$ cat config.mk
export PLATFORM = sky130hd
export DESIGN_NAME = uart_rx_flat
export DESIGN_NICKNAME = d
export VERILOG_FILES = /design/src/rtl/uart_pkg.sv /design/src/rtl/uart_rx_if.sv /design/src/rtl/uart_bit_sync.sv /design/src/rtl/uart_rx.sv /design/src/flat_wrapper.sv
export SDC_FILE = /design/constraint.sdc
export NUM_CORES = 1
export LEC_CHECK = 0
export BUFFER_PORTS_ARGS = -buffer_cell sky130_fd_sc_hd__buf_2
export CAP_MARGIN = 20
export CORE_MARGIN = 3
export CORE_UTILIZATION = 39
export DETAILED_ROUTE_END_ITERATION = 10
export HOLD_SLACK_MARGIN = 0.08
export PLACE_DENSITY = 0.62
export SLEW_MARGIN = 20
export SYNTH_ARGS = -nofsm -noshare
export SYNTH_HDL_FRONTEND = slang
export SYNTH_SLANG_ARGS = --single-unit
$ cat constraint.sdc
create_clock -name clk -period 1.77 [get_ports clk]
set_clock_uncertainty 0.05 [all_clocks]
set_input_delay 0.354 -clock clk [delete_from_list [all_inputs] [get_ports clk]]
set_output_delay 0.354 -clock clk [all_outputs]
set_load 0.05 [all_outputs]
$ cat src/rtl/uart_pkg.sv
// uart_pkg: shared UART receive/transmit types and default parameters
package uart_pkg;
  typedef enum logic [1:0] {IDLE, START, DATA, STOP} uart_rx_state_t;
  localparam int UART_CLKS_PER_BIT_DEF = 16;
  localparam int UART_DATA_BITS_DEF    = 8;
endpackage

$ cat src/rtl/uart_rx_if.sv
// uart_rx_if: serial line plus host-side valid/ready byte bus of the receiver
interface uart_rx_if
  import uart_pkg::*;
#(
  parameter int DATA_BITS = UART_DATA_BITS_DEF
);
  logic                 Rx;
  logic [DATA_BITS-1:0] rx_data;
  logic                 rx_valid;
  logic                 rx_ready;
  logic                 frame_err;
  logic                 overrun;
  logic                 busy;
  modport slave (input Rx, rx_ready, output rx_data, rx_valid, frame_err, overrun, busy);
  modport master (output Rx, rx_ready, input rx_data, rx_valid, frame_err, overrun, busy);
endinterface

$ cat src/rtl/uart_bit_sync.sv
// uart_bit_sync: two-flop synchronizer for the Rx line plus falling-edge detect
module uart_bit_sync (
  input  logic clk,
  input  logic reset,
  input  logic rx_i,
  output logic rx_s_o,
  output logic fall_o
);
  logic [2:0] sh_q;
  // shift chain: [0] first sync flop, [1] synchronized line, [2] previous sample
  always_ff @(posedge clk) begin
    if (reset) sh_q <= '1;
    else sh_q <= {sh_q[1:0], rx_i};
  end
  assign rx_s_o = sh_q[1];
  assign fall_o = ~sh_q[1] & sh_q[2];
endmodule

$ cat src/rtl/uart_rx.sv
// uart_rx: oversampling UART receiver with one-entry valid/ready holding register
module uart_rx
  import uart_pkg::*;
#(
  parameter int CLKS_PER_BIT = UART_CLKS_PER_BIT_DEF,
  parameter int DATA_BITS    = UART_DATA_BITS_DEF
) (
  input logic      clk,
  input logic      reset,
  uart_rx_if.slave bus
);
  localparam int CW = $clog2(CLKS_PER_BIT);
  localparam int BW = $clog2(DATA_BITS + 1);
  localparam logic [CW-1:0] HALF = CW'(CLKS_PER_BIT / 2 - 1);
  localparam logic [CW-1:0] FULL = CW'(CLKS_PER_BIT - 1);
  localparam logic [BW-1:0] LAST = BW'(DATA_BITS - 1);
  uart_rx_state_t       state_q, state_d;
  logic [CW-1:0]        cnt_q, cnt_d;
  logic [BW-1:0]        bit_idx_q, bit_idx_d;
  logic [DATA_BITS-1:0] shreg_q, shreg_d, rx_data_q, rx_data_d;
  logic                 rx_valid_q, rx_valid_d, frame_err_q, frame_err_d, overrun_q, overrun_d;
  logic                 rx_s, fall, stop_done, rd, load;
  uart_bit_sync u_sync (
    .clk    (clk),
    .reset  (reset),
    .rx_i   (bus.Rx),
    .rx_s_o (rx_s),
    .fall_o (fall)
  );
  // frame sequencing: start-bit qualification, mid-bit data sampling, stop check
  always_comb begin
    state_d   = state_q;
    cnt_d     = cnt_q + 1'b1;
    bit_idx_d = bit_idx_q;
    shreg_d   = shreg_q;
    stop_done = 1'b0;
    case (state_q)
      IDLE: begin
        cnt_d = '0;
        if (fall) state_d = START;
      end
      START: if (cnt_q == HALF) begin
        cnt_d     = '0;
        bit_idx_d = '0;
        state_d   = rx_s ? IDLE : DATA;
      end
      DATA: if (cnt_q == FULL) begin
        cnt_d     = '0;
        shreg_d   = {rx_s, shreg_q[DATA_BITS-1:1]};
        bit_idx_d = bit_idx_q + 1'b1;
        if (bit_idx_q == LAST) state_d = STOP;
      end
      STOP: if (cnt_q == FULL) begin
        cnt_d     = '0;
        stop_done = 1'b1;
        state_d   = IDLE;
      end
      default: state_d = IDLE;
    endcase
  end
  // holding register: a read in the same cycle frees the slot for a new byte
  always_comb begin
    rd          = rx_valid_q & bus.rx_ready;
    load        = stop_done & rx_s & (~rx_valid_q | rd);
    rx_valid_d  = load | (rx_valid_q & ~rd);
    rx_data_d   = load ? shreg_q : rx_data_q;
    frame_err_d = stop_done & ~rx_s;
    overrun_d   = stop_done & rx_s & rx_valid_q & ~rd;
  end
  // state, counters and output registers
  always_ff @(posedge clk) begin
    if (reset) begin
      state_q     <= IDLE;
      cnt_q       <= '0;
      bit_idx_q   <= '0;
      shreg_q     <= '0;
      rx_data_q   <= '0;
      rx_valid_q  <= 1'b0;
      frame_err_q <= 1'b0;
      overrun_q   <= 1'b0;
    end else begin
      state_q     <= state_d;
      cnt_q       <= cnt_d;
      bit_idx_q   <= bit_idx_d;
      shreg_q     <= shreg_d;
      rx_data_q   <= rx_data_d;
      rx_valid_q  <= rx_valid_d;
      frame_err_q <= frame_err_d;
      overrun_q   <= overrun_d;
    end
  end
  assign bus.rx_data   = rx_data_q;
  assign bus.rx_valid  = rx_valid_q;
  assign bus.frame_err = frame_err_q;
  assign bus.overrun   = overrun_q;
  assign bus.busy      = state_q != IDLE;
endmodule

$ cat src/flat_wrapper.sv
// flat-port wrapper written by rule: the top's interface ports become plain ports
module uart_rx_flat import uart_pkg::*;
#(
  parameter int CLKS_PER_BIT = UART_CLKS_PER_BIT_DEF,
  parameter int DATA_BITS    = UART_DATA_BITS_DEF
)
  (clk, reset, bus_Rx, bus_rx_ready, bus_rx_data, bus_rx_valid, bus_frame_err, bus_overrun, bus_busy);
  uart_rx_if #(.DATA_BITS(DATA_BITS)) bus_i ();
  input logic clk;
  input logic reset;
  input wire logic [$bits(bus_i.Rx)-1:0] bus_Rx;
  input wire logic [$bits(bus_i.rx_ready)-1:0] bus_rx_ready;
  output wire logic [$bits(bus_i.rx_data)-1:0] bus_rx_data;
  output wire logic [$bits(bus_i.rx_valid)-1:0] bus_rx_valid;
  output wire logic [$bits(bus_i.frame_err)-1:0] bus_frame_err;
  output wire logic [$bits(bus_i.overrun)-1:0] bus_overrun;
  output wire logic [$bits(bus_i.busy)-1:0] bus_busy;
  assign bus_i.Rx = bus_Rx;
  assign bus_i.rx_ready = bus_rx_ready;
  assign bus_rx_data = bus_i.rx_data;
  assign bus_rx_valid = bus_i.rx_valid;
  assign bus_frame_err = bus_i.frame_err;
  assign bus_overrun = bus_i.overrun;
  assign bus_busy = bus_i.busy;
  uart_rx #(.CLKS_PER_BIT(CLKS_PER_BIT), .DATA_BITS(DATA_BITS)) u_core (.clk(clk), .reset(reset), .bus(bus_i));
endmodule
==> impl_metrics.csv, run 1 <==
group,metric,value,unit
worst_setup_path,criticalPathCategory,"reg -> out",
floorplanning,fp.dieArea,4350,µm²
synthesis,syn-instance-count,161,
floorplanning,rows,21,
synthesis,synth_top_family_by_area,"compound AO/OA/AOI/OAI gates",
layout,fill_cells,345,
clocking,clk_pin_slew,0.10,ns
worst_setup_path,ff2ff_path_depth,5,
worst_setup_path,cpPeakStageDelay,0.47,ns
synthesis,synth_ff_type,"dfxtp_1",
worst_setup_path,critPathSlowestCell,"dfxtp_1",
placed_design,port_buffers,15,
sta,fmax,614,MHz
global_routing,grt_pass1_wl,5020,µm
synthesis,ys_seq_elements,32,
placed_design,place_area,1520,µm²
synthesis,avgSynthCellArea,8.71,µm²
routing,detail_route.iter0.violations,81,
worst_setup_path,critPathMaxFanout,7,
clocking,clockBufferDepth,2,
floorplanning,die_h,66.0,µm
power_and_ir_drop,power.density,828,nW/µm²
routing,vias,1204,
global_routing,gr-total-overflow,0,
routing,wl,2970,µm
global_routing,grt_pass1_vias,1152,
power_and_ir_drop,finalPower,1.32,mW
global_routing,grt_use_total,15.0,%
synthesis,synthDistinctLibCells,35,
sta,worst_pin_slew,0.558,ns
synthesis,synth_compound_area_share,22.7,%
synthesis,ys_seq_area_share,45.7,%
routing,viasPerCell,5.40,
layout,register_area,641,µm²
clocking,postCtsHoldBufs,0,
sta,finalSetupViolations,0,
clocking,clock-sinks,32,
worst_setup_path,critPathLaunchType,"flop",
placed_design,post-place-ws,0.0910,ns
synthesis,synth_top_area_share,45.7,%
floorplanning,initial_core_util,41.4,%
global_routing,grt_max_degree,29,
worst_setup_path,r2r_start,"u_core.cnt_q[0]",
hold_path,hold_path_depth,2,
sta,maxSlewHeadroom,62.7,%
synthesis,yosysWarnings,0,
sta,finalWorstSetupSlack,0.141,ns
power_and_ir_drop,power.leakage,0.592,nW
synthesis,synth_fa_ha_area_share,1.78,%
synthesis,async_flop_share,0,%
worst_setup_path,critPathBufInv,2,
routing,wl_met2,1470,µm
floorplanning,coreArea,3390,µm²
outcome,status,"complete, no violations",
routing,highest_layer,"met4",
placed_design,dp_cells,215,
worst_setup_path,critPathTopFamily,"flip-flops",
layout,finish.utilization,47.1,%
sta,slew_violations,0,
synthesis,yosys.area_share.simple,19.1,%
routing,first_pass_iters,5,
synthesis,synth_area_leaders,"dfxtp_1 46%, a21oi_1 8.2%, nand4_1 4.5%",
flow_run,maxCapViolations,0,
clocking,cts_tree,"done",
placed_design,dp_hpwl,2090,µm
routing,wl_met3,109,µm
worst_setup_path,critPathCaptureType,"output pin",
clocking,root_buffer,"clkbuf_4",
hold_path,min_path_type,"in -> reg",
synthesis,syn-cell-area,1400,µm²
layout,layout_common_cells,"32 x dfxtp_1, 23 x a21oi_1, 15 x buf_2",
layout,nets,182,
sta,final.setup.tns,0,ns
synthesis,syn-num-nets,167,
sta,period_share,92.0,%
hold_path,min-delay-start,"bus_Rx",
clocking,htreeDepth,2,
sta,fin_hold_ws,0.152,ns
sta,period_minus_slack,1.63,ns
placed_design,place.gp.congestion,0.828,
clocking,clk_latency,0.33,ns
routing,drc,0,
synthesis,synth_xor_area_share,0.624,%
worst_setup_path,path_depth,3,
power_and_ir_drop,peakVddDrop,0.000542,V
worst_setup_path,cp_cell_sequence,"nor2_1, inv_1, buf_2",
layout,multi_input_area,662,µm²
sta,final_hold_viol_count,0,
routing,route.layer.met1.wl,1350,µm
layout,drive_gt1_share,20.9,%
floorplanning,die_w,66.0,µm
sta,rsz0062_at_grt,"no",
synthesis,synth_mux_area_share,2.85,%
worst_setup_path,crit_arrival,1.23,ns
routing,postRouteAntennaNets,0,
global_routing,antenna_found_initial,0,
layout,area_delta_synth_final,13.9,%
layout,final_common_cell,"dfxtp_1",
synthesis,synth_area_leader_cell,"dfxtp_1",
clocking,cts-buffers-inserted,5,
synthesis,synth-edff-count,0,
layout,design_area,1600,µm²
layout,final_cells,223,
routing,wl_per_cell,13.3,µm
floorplanning,top_level_ports,16,
layout,antennaDiodeCount,0,
worst_setup_path,worstPathRequired,1.37,ns
power breakdown:
group	total [mW]	switching, mW	internal [mW]
combinational	0.0494	0.0344	0.0150
sequential	0.730	0.00533	0.724
clock	0.543	0.247	0.296
total	1.32	0.287	1.04
sequential cells by signal, summed over array words and instances (netlist names), named ones only:
name,count
u_core.u_sync.sh_q,3
u_core.bus.rx_data,8
u_core.bit_idx_q,4
u_core.bus.overrun,1
u_core.state_q,1
u_core.shreg_q,8
u_core.cnt_q,4
u_core.bus.frame_err,1
u_core.bus.rx_valid,1
cell type report:
type / instances / share of cell area [%]
clock inverters: 2 / 2.19
repair buffers: 23 / 8.46
well taps: 46 / 3.60
multi-input cells: 107 / 41.4
clock buffers: 6 / 2.58
inverters: 7 / 1.64
flip-flops and latches: 32 / 40.1
cell families (layout without fill, tap and decap cells):
logic type                 Yosys count  after routing
and+or+nand+nor                     48             48
adders and majority gates            2              2
DFF                                 32             32
buffers and inverters               22             38
xor gates and xnor gates             1              1
muxes                                4              4
AOI/OAI and AO/OA                   52             52
synth_stat cells, types with 4 or more instances:
master / number
nand2_1: 5
mux2i_1: 4
nand3_1: 12
buf_4: 4
nor2_1: 5
dfxtp_1: 32
nand4_1: 10
clkbuf_1: 7
o31ai_1: 8
inv_1: 6
a21oi_1: 23
o21ai_0: 11
timing repair:
item,4_1_cts,5_1_grt
setup buffers,0,0
setup endpoints to repair,0,9
resized for setup,0,1
final timing paths:
kind	endpoint	slack (ns)
hold / removal	u_core.u_sync.sh_q[0]	0.15
setup / recovery	bus_busy	0.14
setup reg to reg	u_core.bus.rx_valid	0.19
hold reg to reg	u_core.u_sync.sh_q[1]	0.37
layer usage:
layer / track usage (%) / vias up
met4: 6.60 / 0
li1: - / 626
met1: 16.9 / 558
met5: 0 / -
met2: 26.4 / 15
met3: 4.08 / 5
(Power assumes the default switching activity.)
==> run 2, diff against run 1 <==
- BUFFER_PORTS_ARGS: -buffer_cell sky130_fd_sc_hd__buf_2 -> -buffer_cell sky130_fd_sc_hd__buf_4
==> impl_metrics.csv, run 2 (synthesis gave the netlist of run 1 again) <==
group,metric,value,unit
worst_setup_path,criticalPathCategory,"reg -> out",
flow_run,maxCapViolations,0,
worst_setup_path,critPathTopFamily,"buffers and inverters",
global_routing,grt_pass1_wl,5290,µm
routing,wl,3150,µm
sta,final.setup.tns,0,ns
power_and_ir_drop,power.density,859,nW/µm²
sta,fmax,605,MHz
global_routing,gr-total-overflow,0,
sta,slew_violations,0,
sta,worst_pin_slew,0.570,ns
sta,period_share,93.3,%
sta,maxSlewHeadroom,61.9,%
layout,drive_gt1_share,20.6,%
sta,rsz0062_at_grt,"no",
sta,final_hold_viol_count,0,
worst_setup_path,critPathSlowestCell,"dfxtp_1",
power_and_ir_drop,seq_power_share,51.7,%
worst_setup_path,critPathLaunchType,"flop",
routing,vias,1214,
layout,final_common_cell,"dfxtp_1",
power_and_ir_drop,internal_power,1.12,mW
clocking,clk_latency,0.33,ns
layout,nets,180,
placed_design,port_buffers,15,
layout,area_delta_synth_final,16.9,%
power_and_ir_drop,finalPower,1.41,mW
worst_setup_path,cpMostUsedCell,"buf_4",
power_and_ir_drop,p_switching,0.293,mW
hold_path,min_path_type,"in -> reg",
global_routing,grt_pass1_vias,1234,
worst_setup_path,critPathMaxFanout,17,
worst_setup_path,critPathCaptureType,"output pin",
power_and_ir_drop,peakVddDrop,0.000503,V
worst_setup_path,crit_arrival,1.25,ns
clocking,postCtsHoldBufs,0,
floorplanning,initial_core_util,41.4,%
routing,detail_route.iter0.violations,63,
clocking,clk_pin_slew,0.10,ns
placed_design,dp_hpwl,2250,µm
sta,finalWorstSetupSlack,0.118,ns
clocking,root_buffer,"clkbuf_4",
worst_setup_path,worstPathRequired,1.37,ns
floorplanning,fp.dieArea,4350,µm²
routing,drc,0,
clocking,cts-buffers-inserted,5,
routing,first_pass_iters,4,
power_and_ir_drop,p_clk_share,44.6,%
outcome,status,"complete, no violations",
clocking,clockBufferDepth,2,
clocking,cts_tree,"done",
routing,postRouteAntennaNets,0,
placed_design,place.gp.congestion,0.781,
worst_setup_path,cpPeakStageDelay,0.33,ns
layout,antennaDiodeCount,0,
floorplanning,coreArea,3390,µm²
global_routing,grt_use_total,16.1,%
floorplanning,die_h,66.0,µm
clocking,clock-sinks,32,
placed_design,post-place-ws,0.0825,ns
worst_setup_path,critPathBufInv,3,
floorplanning,rows,21,
power_and_ir_drop,swShare,20.8,%
clocking,htreeDepth,2,
sta,finalSetupViolations,0,
floorplanning,die_w,66.0,µm
global_routing,antenna_found_initial,0,
sta,period_minus_slack,1.65,ns
floorplanning,top_level_ports,16,
layout,layout_common_cells,"32 x dfxtp_1, 23 x a21oi_1, 21 x buf_4",
power_and_ir_drop,combPwrFrac,3.7,%
power_and_ir_drop,power.leakage,0.592,nW
routing,viasPerCell,5.49,
global_routing,grt_max_degree,30,
routing,wl_per_cell,14.3,µm
worst_setup_path,cp_cell_sequence,"buf_4, nor2_1, inv_1, buf_4",
run 2: per-stage QoR:
step | util, % | hold WS [ns] | area (µm²) | instances
6_report | 48.4 | 0.165 | 1640 | 221
5_1_grt | 48.4 | 0.152 | 1640 | 221
4_1_cts | 48.3 | 0.151 | 1640 | 221
3_5_place_dp | 45.5 | 0.372 | 1540 | 213
3_3_place_gp | 45.5 | 0.349 | 1540 | 213
2_1_floorplan | - | 0.339 | 1400 | 161
run 2: worst register-to-register path: stages (launching register included):
cell and delay, ns:
dfxtp_1 0.35, ha_1 0.27, buf_4 0.17, nand2_1 0.12, o21ai_0 0.10, a2111oi_1 0.42
run 2: final timing paths:
| kind | slack (ns) | end | startpoint | depth (start not counted) |
|---|---|---|---|---|
| setup reg to reg | 0.17 | u_core.cnt_q[0] | u_core.cnt_q[0] | 5 |
| hold / removal | 0.17 | u_core.u_sync.sh_q[0] | bus_Rx | 2 |
| setup / recovery | 0.12 | bus_busy | u_core.state_q[0] | 4 |
| hold reg to reg | 0.39 | u_core.u_sync.sh_q[1] | u_core.u_sync.sh_q[0] | 1 |
run 2: cell type report:
| type | count | area (µm²) |
|---|---|---|
| Sequential cell | 32 | 641 |
| Tap cell | 46 | 57.6 |
| Multi-Input combinational cell | 107 | 662 |
| Clock buffer | 7 | 65.1 |
| Timing Repair Buffer | 21 | 158 |
| Fill cell | 338 | 1750 |
| Clock inverter | 1 | 30.0 |
| Inverter | 7 | 26.3 |
run 2: power groups by stage:
| stage | Clock, mW | Combinational (mW) | Sequential, mW |
|---|---|---|---|
| after floorplan | 0 | 0.0381 | 0.743 |
| after CTS | 0.638 | 0.0527 | 0.728 |
| after detailed placement | 0 | 0.0527 | 0.745 |
| after global routing | 0.667 | 0.0594 | 0.729 |
| final | 0.628 | 0.0525 | 0.728 |
| after global placement | 0 | 0.0510 | 0.744 |
run 2: what timing repair did:
action | CTS | global route
resized for setup | 0 | 1
endpoints found under the setup margin | 0 | 9
hold endpoints to repair | 0 | 0
setup buffers | 0 | 0
run 2: per-layer routing:
layer,global-route usage [%],up-vias,share of wire (%)
met5,0,-,0
met4,10.2,0,2.1
met3,4.08,8,4.0
met2,28.0,25,51
met1,17.2,569,43
li1,-,612,-
==> run 3, diff against run 2 <==
- CORE_MARGIN: 3 -> 1
==> impl_metrics.csv, run 3 (synthesis gave the netlist of run 1 again) <==
group,metric,value,unit
clocking,cts_resized,0,
power_and_ir_drop,power.leakage,0.573,nW
layout,multi_input_area,662,µm²
outcome,status,"complete, no violations",
routing,first_pass_iters,4,
power_and_ir_drop,power.density,759,nW/µm²
sta,final.setup.tns,0,ns
sta,maxSlewHeadroom,62.7,%
global_routing,grt_pass1_wl,4990,µm
layout,final_common_cell,"dfxtp_1",
routing,detail_route.iter0.violations,167,
layout,area_delta_synth_final,14.3,%
sta,fmax,604,MHz
routing,viasPerCell,5.65,
hold_path,whs_endpoint,"u_core.u_sync.sh_q[0]",
worst_setup_path,regToRegSetupSlack,0.11,ns
hold_path,min_path_type,"in -> reg",
routing,postRouteAntennaNets,0,
clocking,cts_tree,"done",
layout,antennaDiodeCount,0,
global_routing,grt_use_total,18.4,%
sta,slew_violations,0,
routing,wl,3190,µm
global_routing,grt_max_degree,30,
sta,final_hold_viol_count,0,
placed_design,dp_hpwl,2210,µm
clocking,cts_setup_buffers,0,
layout,finish.utilization,47.3,%
floorplanning,fp.dieArea,3840,µm²
layout,drive_gt1_share,19.4,%
floorplanning,top_level_ports,16,
global_routing,gr-total-overflow,0,
worst_setup_path,worstPathRequired,1.92,ns
floorplanning,coreArea,3390,µm²
sta,rsz0062_at_grt,"no",
floorplanning,initial_core_util,41.4,%
floorplanning,die_h,62.0,µm
worst_setup_path,r2r_start,"u_core.cnt_q[0]",
flow_run,maxCapViolations,0,
sta,finalSetupViolations,0,
worst_setup_path,criticalPathCategory,"reg -> reg",
hold_path,hold_path_depth,2,
clocking,clock-sinks,32,
power_and_ir_drop,peakVddDrop,0.000377,V
sta,period_minus_slack,1.66,ns
worst_setup_path,r2r-end,"u_core.cnt_q[0]",
routing,wl_per_cell,14.4,µm
sta,worst_pin_slew,0.558,ns
global_routing,antenna_found_initial,0,
worst_setup_path,ff2ff_path_depth,5,
clocking,clk_pin_slew,0.09,ns
placed_design,place.gp.congestion,0.792,
routing,drc,0,
placed_design,port_buffers,15,
worst_setup_path,critPathLaunchType,"flop",
worst_setup_path,critPathCaptureType,"flop",
clocking,clk_latency,0.33,ns
clocking,root_buffer,"clkbuf_4",
sta,period_share,93.5,%
routing,vias,1249,
layout,fill_cells,335,
layout,register_area,641,µm²
worst_setup_path,critPathMaxFanout,6,
clocking,htreeDepth,2,
floorplanning,rows,21,
clocking,clockBufferDepth,2,
hold_path,min-delay-start,"bus_Rx",
layout,layout_common_cells,"32 x dfxtp_1, 23 x a21oi_1, 21 x buf_4",
layout,nets,180,
worst_setup_path,crit_arrival,1.81,ns
clocking,cts-buffers-inserted,5,
clocking,postCtsHoldBufs,0,
global_routing,grt_pass1_vias,1068,
floorplanning,die_w,62.0,µm
==> run 3: changes by cell type in the layout (fill, tap and decap cells not counted) <==
cell and delta:
clkbuf_8 -1, clkbuf_1 +2, bufinv_16 -1
==> run 3: final cells by class <==
class / instances / area share, %
clock buffers: 8 / 3.67
flip-flops and latches: 32 / 40.0
well taps: 46 / 3.59
inverters: 7 / 1.64
multi-input cells: 107 / 41.3
repair buffers: 21 / 9.84
==> run 3: how the worst max path moves through the flow <==
| stage | cells past startpoint | end | from | slack, ns |
|---|---|---|---|---|
| detailed placement | 5 | u_core.shreg_q[5] | u_core.cnt_q[0] | 0.12 |
| global placement | 4 | u_core.state_q[0] | u_core.cnt_q[0] | 0.20 |
| finish | 5 | u_core.cnt_q[0] | u_core.cnt_q[0] | 0.11 |
| floorplan | 6 | u_core.bus.rx_data[2] | u_core.cnt_q[0] | 0.25 |
| CTS | 5 | u_core.shreg_q[5] | u_core.cnt_q[0] | 0.07 |
| global route | 5 | u_core.shreg_q[3] | u_core.cnt_q[0] | 0.006 |
==> run 3: stage by stage <==
stage / cell area, µm² / power, mW / setup WS, ns / hold slack (ns) / std cells
6_report: 1600 / 1.22 / 0.114 / 0.151 / 221
4_1_cts: 1600 / 1.23 / 0.0720 / 0.156 / 221
3_5_place_dp: 1540 / 0.797 / 0.118 / 0.352 / 213
5_1_grt: 1600 / 1.26 / 0.00592 / 0.153 / 221
3_3_place_gp: 1540 / 0.795 / 0.196 / 0.349 / 213
2_1_floorplan: 1400 / 0.781 / 0.246 / 0.339 / 161
==> run 3: power breakdown <==
part	leakage (nW)	internal [mW]	switching, mW
Combinational	0.282	0.0162	0.0375
Sequential	0.258	0.724	0.00338
Clock	0.0326	0.196	0.239
Total	0.573	0.936	0.280
==> run 3: routing by layer <==
| metal | track usage, % | vias up | wire, µm |
|---|---|---|---|
| met5 | 0 | - | 0 |
| met4 | 9.21 | 0 | 64 |
| met3 | 5.18 | 6 | 190 |
| met2 | 29.3 | 43 | 1600 |
| met1 | 22.7 | 584 | 1330 |
| li1 | - | 616 | - |
==> run 3: critical path, cell delays in order (launching register included) <==
cell       delay [ns]
dfxtp_1          0.35
ha_1             0.28
buf_4            0.17
nand2_1          0.12
o21ai_0          0.09
a2111oi_1        0.47
